==> src/rtl/seq_divider_4.sv <==
// Iterative restoring divider: one quotient bit per cycle, results registered on the last iteration.
// Optional feature macro DIVZERO_CHECK_EN: a zero divisor short-circuits to DONE and raises DivZero_out.
module seq_divider_4 #(
    parameter int WIDTH = 4
) (
    input  logic             Clk_in,
    input  logic             Reset_in,
    input  logic             Start_in,
    input  logic [WIDTH-1:0] Dividend_in,
    input  logic [WIDTH-1:0] Divisor_in,
    output logic [WIDTH-1:0] Quotient_out,
    output logic [WIDTH-1:0] Remainder_out,
    output logic             Busy_out,
    output logic             Done_out,
    output logic             DivZero_out
);

    localparam int CW = $clog2(WIDTH + 1);
    localparam logic [CW-1:0] CNT_LOAD = CW'(WIDTH);
    localparam logic [CW-1:0] CNT_ONE  = {{(CW-1){1'b0}}, 1'b1};

    typedef enum logic [1:0] {
        IDLE = 2'b00,
        CALC = 2'b01,
        DONE = 2'b10
    } state_t;

    state_t           state_r;
    state_t           state_s;
    logic [WIDTH:0]   rem_r;
    logic [WIDTH-1:0] quo_r;
    logic [WIDTH-1:0] div_r;
    logic [CW-1:0]    cnt_r;

    logic [WIDTH:0]   rem_sh_s;
    logic [WIDTH-1:0] quo_sh_s;
    logic [WIDTH+1:0] trial_s;
    logic             no_borrow_s;
    logic [WIDTH:0]   rem_nxt_s;
    logic [WIDTH-1:0] quo_nxt_s;
    logic             zero_start_s;

    // Two's-complement subtract r - d; bit WIDTH+1 is the carry out (1 = no borrow).
    function automatic logic [WIDTH+1:0] trial_sub(input logic [WIDTH:0] r, input logic [WIDTH-1:0] d);
        trial_sub = {1'b0, r} + {1'b0, ~{1'b0, d}} + {{(WIDTH+1){1'b0}}, 1'b1};
    endfunction

`ifdef DIVZERO_CHECK_EN
    assign zero_start_s = (Divisor_in == {WIDTH{1'b0}});
`else
    assign zero_start_s = 1'b0;
`endif

    assign rem_sh_s    = {rem_r[WIDTH-1:0], quo_r[WIDTH-1]};
    assign quo_sh_s    = {quo_r[WIDTH-2:0], 1'b0};
    assign trial_s     = trial_sub(rem_sh_s, div_r);
    // A set top bit would mean the shifted remainder overflowed, so the subtract must succeed.
    assign no_borrow_s = trial_s[WIDTH+1] | rem_r[WIDTH];

    // One restoring-division iteration: keep the difference or restore the shifted remainder.
    always_comb begin
        rem_nxt_s = rem_sh_s;
        quo_nxt_s = quo_sh_s;
        if (no_borrow_s) begin
            rem_nxt_s = trial_s[WIDTH:0];
            quo_nxt_s = {quo_sh_s[WIDTH-1:1], 1'b1};
        end else begin
            rem_nxt_s = rem_sh_s;
            quo_nxt_s = quo_sh_s;
        end
    end

    // Next-state logic.
    always_comb begin
        state_s = state_r;
        case (state_r)
            IDLE: begin
                if (Start_in) begin
                    if (zero_start_s) begin
                        state_s = DONE;
                    end else begin
                        state_s = CALC;
                    end
                end else begin
                    state_s = IDLE;
                end
            end
            CALC: begin
                if (cnt_r == CNT_ONE) begin
                    state_s = DONE;
                end else begin
                    state_s = CALC;
                end
            end
            DONE:    state_s = IDLE;
            default: state_s = IDLE;
        endcase
    end

    // State register with registered status outputs derived from the next state.
    always_ff @(posedge Clk_in) begin
        if (Reset_in) begin
            state_r  <= IDLE;
            Busy_out <= 1'b0;
            Done_out <= 1'b0;
        end else begin
            state_r  <= state_s;
            Busy_out <= (state_s != IDLE);
            Done_out <= (state_s == DONE);
        end
    end

    // Operand capture, iteration datapath and result registers.
    always_ff @(posedge Clk_in) begin
        if (Reset_in) begin
            rem_r         <= {(WIDTH+1){1'b0}};
            quo_r         <= {WIDTH{1'b0}};
            div_r         <= {WIDTH{1'b0}};
            cnt_r         <= {CW{1'b0}};
            Quotient_out  <= {WIDTH{1'b0}};
            Remainder_out <= {WIDTH{1'b0}};
            DivZero_out   <= 1'b0;
        end else begin
            case (state_r)
                IDLE: begin
                    if (Start_in) begin
                        quo_r <= Dividend_in;
                        div_r <= Divisor_in;
                        rem_r <= {(WIDTH+1){1'b0}};
                        cnt_r <= CNT_LOAD;
                        if (zero_start_s) begin
                            Quotient_out  <= {WIDTH{1'b1}};
                            Remainder_out <= Dividend_in;
                            DivZero_out   <= 1'b1;
                        end
                    end
                end
                CALC: begin
                    rem_r <= rem_nxt_s;
                    quo_r <= quo_nxt_s;
                    cnt_r <= cnt_r - CNT_ONE;
                    if (cnt_r == CNT_ONE) begin
                        Quotient_out  <= quo_nxt_s;
                        Remainder_out <= rem_nxt_s[WIDTH-1:0];
                        DivZero_out   <= 1'b0;
                    end
                end
                default: begin
                end
            endcase
        end
    end

endmodule

==> config.mk <==
export PLATFORM = sky130hd
export DESIGN_NAME = seq_divider_4
export DESIGN_NICKNAME = d
export VERILOG_FILES = /design/src/rtl/seq_divider_4.sv
export SDC_FILE = /design/constraint.sdc
export NUM_CORES = 1
export LEC_CHECK = 0
export ABC_AREA = 1
export ABC_CLOCK_PERIOD_IN_PS = 1810
export CORE_UTILIZATION = 52
export CTS_CLUSTER_DIAMETER = 120
export DETAILED_ROUTE_END_ITERATION = 12
export HOLD_SLACK_MARGIN = 0.08
export PLACE_DENSITY = 0.79
export SYNTH_ARGS = -nofsm -noshare
export SYNTH_HDL_FRONTEND = slang
export SYNTH_SLANG_ARGS = --single-unit
==> constraint.sdc <==
create_clock -name Clk_in -period 1.81 [get_ports Clk_in]
set_input_delay 0.181 -clock Clk_in [delete_from_list [all_inputs] [get_ports Clk_in]]
set_output_delay 0.181 -clock Clk_in [all_outputs]
set_load 0.1 [all_outputs]
After elaboration in Yosys (flattened, before gate mapping):

Cells that the tools add are included.

* equality and inequality tests: 4
* muxes and demuxes: 11
* add/sub/neg operators: 3
* reductions and logical operators: 6
* bitwise gates (word level): 2

Operators with widths (count)
* $mux W5: 2
* $pmux W5 S2: 1
* $pmux W4 S2: 1
* $add A5 B5 Y6: 1
* $add A6 B1 Y6 const B: 1
* $pmux W3 S2: 1
* $reduce_and A2 Y1: 3
* $not A4 Y5: 1
* $mux W4: 1
* $pmux W2 S2: 1
* $reduce_bool A2 Y1: 2
* $eq A3 B1 Y1 const B: 1
* $mux W3: 1
* $sub A3 B1 Y3 const B: 1
* $eq A2 B1 Y1 const B: 1
* $eq A2 B2 Y1 const B: 1
* $logic_not A2 Y1: 1
* $mux W1: 2
* $mux W2: 1
* $ne A2 B2 Y1 const B: 1
* $or A1 B1 Y1: 1

* bits in registers: 28
* output and inout bits: 11
* logic and storage cells: 35
* input bits: 11

Depth between registers and ports, before layout:

Gate-level depths: netlist of run 1.

* word-level depth: 6
* mapped depth: 12
* depth with buffers taken out: 12

Least setup slack after synthesis of run 1:

No wires, ideal clock.

* path kind: flip-flop to flip-flop
* from: register quo_r[3]
* to: register rem_r[4]
* data arrival time: 1344 ps
* period minus slack after synthesis: 1476 ps
* buffers on the path: 0
* setup slack: 334 ps
* cell stages (with the launch flop): 9
* required time: 1678 ps
* setup time: 132 ps
* path through: dfxtp_1 > inv_1 > ha_1 > fa_1 > nand3b_1 > nand2_1 > nand2_1 > nand4_1 > a21oi_1

* word-level cells in the longest chain between the ends: 5

Ends and longest elaborated chain
* from (decl): line 31 `logic [WIDTH-1:0] quo_r;`
* from (signal assigned): line 117 `quo_r <= {WIDTH{1'b0}};`
* from (signal assigned): line 127 `quo_r <= Dividend_in;`
* from (signal assigned): line 140 `quo_r <= quo_nxt_s;`
* $add A5 B5 Y6 (*): line 45 `trial_sub = {1'b0, r} + {1'b0, ~{1'b0, d}} + {{(WIDTH+1){1'b0}}, 1'b1};`
* $add A6 B1 Y6 (*): line 45
* $or A1 B1 Y1: line 58 `assign no_borrow_s = trial_s[WIDTH+1] | rem_r[WIDTH];`
* $mux W5 (*): line 64 `if (no_borrow_s) begin`
* $pmux W5 S2 (*): line 124 `case (state_r)`
* to (signal assigned): line 116 `rem_r <= {(WIDTH+1){1'b0}};`
* to (signal assigned): line 129 `rem_r <= {(WIDTH+1){1'b0}};`
* to (signal assigned): line 139 `rem_r <= rem_nxt_s;`
* to (decl): line 30 `logic [WIDTH:0] rem_r;`

Every way passes the cells marked *; elsewhere a longest branch is shown, timed or not.
A chain may end at the register's enable or synchronous reset.

Worst setup path in the final report of run 1:

Same ends and word-level chain as after synthesis.

==> flow_summary.json, run 1 <==
{
  "initialDrtViolationCount": 27,
  "hold_ws_ns": 0.412,
  "fp.dieArea_um2": 2800,
  "setup_viol": 0,
  "layout_min_cycle_time_ns": 1.71,
  "insertedDiodeCount": 0,
  "grt_pass1_wl_mm": 4.62,
  "drive_above_1_share_pct": 18.2,
  "seq_area_um2": 561,
  "nFillCells": 215,
  "ir_worst_vdd_v": 0.000643,
  "fmax_mhz": 585,
  "insertion_delay_ns": 0.32,
  "rows": 18,
  "synth.distinct_cells": 30,
  "setup_ws_ns": 0.101,
  "dp_hpwl_mm": 2.07,
  "seq_area_frac_synth_pct": 41.6,
  "path_max_fanout": 2,
  "maxSlewViolCount": 0,
  "yosys_warnings": 0,
  "ios": 22,
  "period_share_pct": 94.4,
  "synth_most_common_cell": "nand2_1",
  "cts-resized-gates": 0,
  "h-tree-depth": 1,
  "cts_tree": "done",
  "wl_mm": 2.80,
  "antenna_found_initial": 0,
  "hold_path.class": "primary input to flop",
  "start_kind": "flop",
  "port_buffers": 20,
  "die_x_um": 52.9,
  "ff2ff_path_depth": 7,
  "endpoint_kind": "flop",
  "route.vias.total": 1180,
  "synth_cells": 173,
  "first_pass_iters": 10,
  "dpl_cell_area_um2": 1530,
  "fp.dieH_um": 52.9,
  "rr_startpoint": "quo_r[3]",
  "multi_input_area_um2": 664,
  "status": "complete, but fails checks",
  "netlist.area_leader.share_pct": 41.6,
  "synth-seq-cells": 28,
  "postRouteAntennaNets": 0,
  "synth_area_leaders": "dfxtp_1 42%, nand2_1 11%, ha_1 5.6%, inv_1 5.6%, nand3_1 5.2%",
  "cts-root-buf": "clkbuf_4",
  "clkTransAtPathRegs_ns": 0.14,
  "gp_congestion": 0.886,
  "rrSetupSlack_ns": 0.10,
  "drt-wirelength-per-cell_um": 12.6,
  "hold_path_depth": 3,
  "violations": "design-rule violations",
  "grt_usage_pct": 22.5,
  "async_reset_ff_share_pct": 0,
  "synth.avg_cell_area_um2": 7.80,
  "min_from": "Dividend_in[3]",
  "finalHoldViolations": 0,
  "coreArea_um2": 2450,
  "cp.required_ns": 2.07,
  "max_cap_violations": 0,
  "final_nets": 211,
  "drc_errors": 1,
  "synth_flop_cell": "dfxtp_1",
  "grt_max_degree": 18,
  "cts.sinks": 28,
  "crit_arrival_ns": 1.97,
  "cts_buffer_depth": 2,
  "p_leak_nw": 0.693,
  "syn_nets": 191,
  "startpoint": "quo_r[3]",
  "whs_endpoint": "quo_r[3]",
  "holdBufCountCts": 0,
  "synth_commonest_cells": "41 x nand2_1, 28 x dfxtp_1, 20 x inv_1",
  "crit_type": "flop to flop",
  "grt_overflow": 0,
  "syn_area_um2": 1350,
  "skew_ns": 0.00389,
  "start_util_pct": 54.9,
  "synth_edf_count": 0,
  "fin_area_um2": 1570,
  "syn2layout_area_growth_pct": 16.0,
  "post-place-ws_ns": 0.175,
  "synth_area_leader_cell": "dfxtp_1",
  "grt_pass1_vias": 1154,
  "cts_buffers": 3,
  "cts_setup_buffers": 0,
  "worst_r2r_endpoint": "rem_r[4]",
  "grt_setup_unrepaired": "false",
  "power_density_nw_per_um2": 1010,
  "finalSetupTns_ns": 0,
  "viasPerCell": 5.32
}
[power by group]
group          switching, W  internal (W)
Clock              0.000181      0.000123
Sequential        0.0000347      0.000669
Combinational      0.000389      0.000182
[registers in the layout (all words and copies together) (netlist names)]
register,count
rem_r,5
Quotient_out,4
Remainder_out,4
div_r,4
quo_r,4
cnt_r,3
state_r,2
Busy_out,1
Done_out,1
[cells in the final DEF, fill, tap and decap left out, drive strengths merged]
| cell type | instances |
|---|---|
| fa | 1 |
| nand3 | 15 |
| inv | 21 |
| or2 | 2 |
| nand2 | 46 |
| conb | 1 |
| o21ai | 7 |
| a311oi | 1 |
| clkinv | 1 |
| clkdlybuf4s50 | 10 |
| xor2 | 1 |
| nand3b | 1 |
| clkbuf | 4 |
| ha | 6 |
| nand4 | 3 |
| nor2 | 15 |
| a31oi | 5 |
| a21oi | 13 |
| buf | 11 |
| dfxtp | 28 |
[logic make-up (layout without fill, tap and decap cells)]
group           Yosys count  count (layout)  synth area share (%)
fa+ha+maj                 7               7                  7.05
buf+inv                  28              47                  9.18
compound gates           26              26                  10.7
xor+xnor                  1               1                 0.649
other cells               1               1                 0.278
flops                    28              28                  41.6
simple gates             82              82                  30.6
[how the worst max path moves through the flow]
| stage | endpoint | slack, ns |
|---|---|---|
| after floorplan | rem_r[4] | 0.33 |
| after global placement | quo_r[3] | 0.26 |
| after detailed placement | rem_r[4] | 0.17 |
| after CTS | rem_r[4] | 0.12 |
| after global routing | rem_r[4] | 0.03 |
| final | rem_r[4] | 0.10 |
[per-stage QoR]
step / instances / utilization [%] / total power [W]
after detailed placement: 218 / 62.3 / 0.00127
after CTS: 222 / 63.8 / 0.00157
final: 222 / 63.8 / 0.00158
after floorplan: 173 / - / 0.00116
after global placement: 218 / 62.3 / 0.00124
after global routing: 222 / 63.8 / 0.00166
[critical path, cell delays in order (launching register included)]
cell      delay, ns
dfxtp_1        0.37
inv_1          0.07
ha_1           0.23
fa_1           0.41
nand3b_1       0.20
nand3_1        0.10
nand4_1        0.10
a21oi_1        0.17
[cell type report]
type | count | share of cell area (%)
Sequential cell | 28 | 35.8
Timing Repair Buffer | 21 | 11.7
Clock buffer | 4 | 2.32
Inverter | 22 | 5.36
Multi-Input combinational cell | 117 | 42.4
Tap cell | 30 | 2.40
[metal layers]
layer | part of all wire (%) | global-route usage [%]
met1 | 43 | 24.3
met2 | 53 | 44.1
met3 | 3.0 | 2.59
met4 | 1.4 | 7.46
met5 | 0 | 0
Note: power is estimated with default switching activity, not from simulation.
==> run 2, diff against run 1 <==
- CORE_UTILIZATION: 52 -> 45
- DONT_BUFFER_PORTS: unset -> 1
- HOLD_SLACK_MARGIN: 0.08 -> 0.06
- PLACE_DENSITY: 0.79 -> 0.61
==> run 2 against run 1 <==
Net effect:
- the flow now finishes without violations
- maximum frequency increased by 3.9%
- via count decreased by 4.5%
- global-route usage decreased by 3.5 points
- hold slack got worse by 0.26 ns
- sequential power about the same
- wire length decreased by 6.2%
- critical path depth increased by 1
- setup slack improved by 0.064 ns
- sequential share of layout area unchanged
- critical path type unchanged
- largest cell class unchanged
==> flow_summary.json, run 2 (synthesized netlist as in run 1, its figures left out) <==
{
  "intPower_w": 0.00107,
  "layout_common_cells": "41 x nand2_1, 28 x dfxtp_1, 20 x inv_1, 14 x nand3_1, 12 x a21oi_1",
  "syn2layout_area_growth_pct": 16.0,
  "wl_mm": 2.63,
  "hold_path.class": "primary input to flop",
  "layout_min_cycle_time_ns": 1.64,
  "h-tree-depth": 1,
  "coreArea_um2": 2810,
  "path_max_fanout": 2,
  "maxSlewViolCount": 0,
  "pwr-share-comb_pct": 32.6,
  "fp.dieH_um": 56.7,
  "finalHoldViolations": 0,
  "skew_ns": 0.00503,
  "route.vias.total": 1127,
  "initialDrtViolationCount": 25,
  "status": "completed",
  "drt-wirelength-per-cell_um": 11.9,
  "drive_above_1_share_pct": 17.9,
  "cp.required_ns": 2.01,
  "grt_use_met3_pct": 4.61,
  "grtUsageMet2_pct": 35.0,
  "grt_pass1_wl_mm": 4.76,
  "p_leak_nw": 0.693,
  "fmax_mhz": 608,
  "grt_pass1_vias": 1121,
  "gr-max-usage-layer": "met2",
  "pwr-share-clk_pct": 25.0,
  "layout_commonest_cell": "nand2_1",
  "ir_worst_vdd_v": 0.000545,
  "crit_type": "flop to flop",
  "grt_use_met1_pct": 20.7,
  "power_w": 0.00165,
  "slew_headroom_pct": 46.2,
  "drc_errors": 0,
  "clkTransAtPathRegs_ns": 0.15,
  "setup_viol": 0,
  "grt_usage_pct": 18.9,
  "endpoint_kind": "flop",
  "finalSetupTns_ns": 0,
  "power.share.sequential_pct": 42.4,
  "max_cap_violations": 0,
  "max_flop_register": "rem_r",
  "worst_pin_slew_ns": 0.804,
  "cts_buffer_depth": 2,
  "cts_buffers": 3,
  "die_x_um": 56.7,
  "ios": 22,
  "grt_max_degree": 18,
  "insertedDiodeCount": 0,
  "cts-resized-gates": 0,
  "crit_arrival_ns": 1.85,
  "port_buffers": 0,
  "viasPerCell": 5.10,
  "period_share_pct": 90.9,
  "insertion_delay_ns": 0.33,
  "rows": 19,
  "switching_share_pct": 35.3,
  "largest_reg_flops": 5,
  "first_pass_iters": 4,
  "grt_setup_unrepaired": "false",
  "cts_setup_buffers": 0,
  "fp.dieArea_um2": 3220,
  "power_density_nw_per_um2": 1060,
  "start_kind": "flop",
  "grt_overflow": 0,
  "holdBufCountCts": 9,
  "start_util_pct": 48.1,
  "netSwitchingPower_w": 0.000584,
  "cts-root-buf": "clkbuf_4",
  "antenna_found_initial": 0,
  "cts.sinks": 28,
  "final_util_pct": 55.8,
  "final_nets": 209,
  "dp_hpwl_mm": 1.89,
  "gp_congestion": 0.817,
  "cts_tree": "done",
  "postRouteAntennaNets": 0
}
==> run 2: cell count changes in the layout (fill, tap and decap cells not counted), sizes merged <==
cell           delta
clkdlybuf4s50    -10
bufinv            +1
clkbuf            -1
dlygate4sd3       +9
buf               -1
==> run 2: path summary, 6_finish.rpt <==
kind | startpoint | end | slack, ns | cells after the start
setup / recovery | quo_r[3] | rem_r[4] | 0.17 | 8
hold / removal | Start_in | quo_r[2] | 0.15 | 4
hold reg to reg | cnt_r[1] | cnt_r[1] | 0.47 | 2
setup reg to reg | quo_r[3] | rem_r[4] | 0.17 | 8
==> run 2: area by class of cell <==
class | instances | area, µm²
fillers | 278 | 1240
multi-input cells | 117 | 664
flip-flops and latches | 28 | 561
repair buffers | 19 | 165
inverters | 22 | 83.8
well taps | 31 | 38.8
clock inverters | 1 | 30.0
clock buffers | 3 | 22.5
==> run 2: worst max-delay path: stages (launching register included) <==
cell	delay [ns]
dfxtp_1	0.35
inv_1	0.06
ha_1	0.23
fa_1	0.41
nand3b_1	0.19
nand2_1	0.08
nand2_1	0.05
nand4_1	0.08
a21oi_1	0.06
==> run 2: power groups by stage <==
stage / registers, W / clock network [W] / logic [W]
after floorplan: 0.000766 / 0 / 0.000389
after global placement: 0.000713 / 0 / 0.000507
after detailed placement: 0.000715 / 0 / 0.000516
after CTS: 0.000702 / 0.000422 / 0.000540
after global routing: 0.000710 / 0.000451 / 0.000610
final: 0.000701 / 0.000413 / 0.000540
==> run 2: routing by layer <==
metal	part of all wire [%]	vias to the layer above
met1	44	515
met2	51	17
met4	1.6	0
met5	0	-
li1	-	589
met3	2.7	6
==> run 2: metrics by stage <==
step | worst slack, ns | cell area, µm² | std cells | hold WS (ns)
floorplan | 0.334 | 1350 | 173 | 0.316
global placement | 0.292 | 1420 | 208 | 0.253
detailed placement | 0.223 | 1420 | 208 | 0.256
CTS | 0.159 | 1570 | 221 | 0.146
global route | 0.0372 | 1570 | 221 | 0.155
finish | 0.165 | 1570 | 221 | 0.153
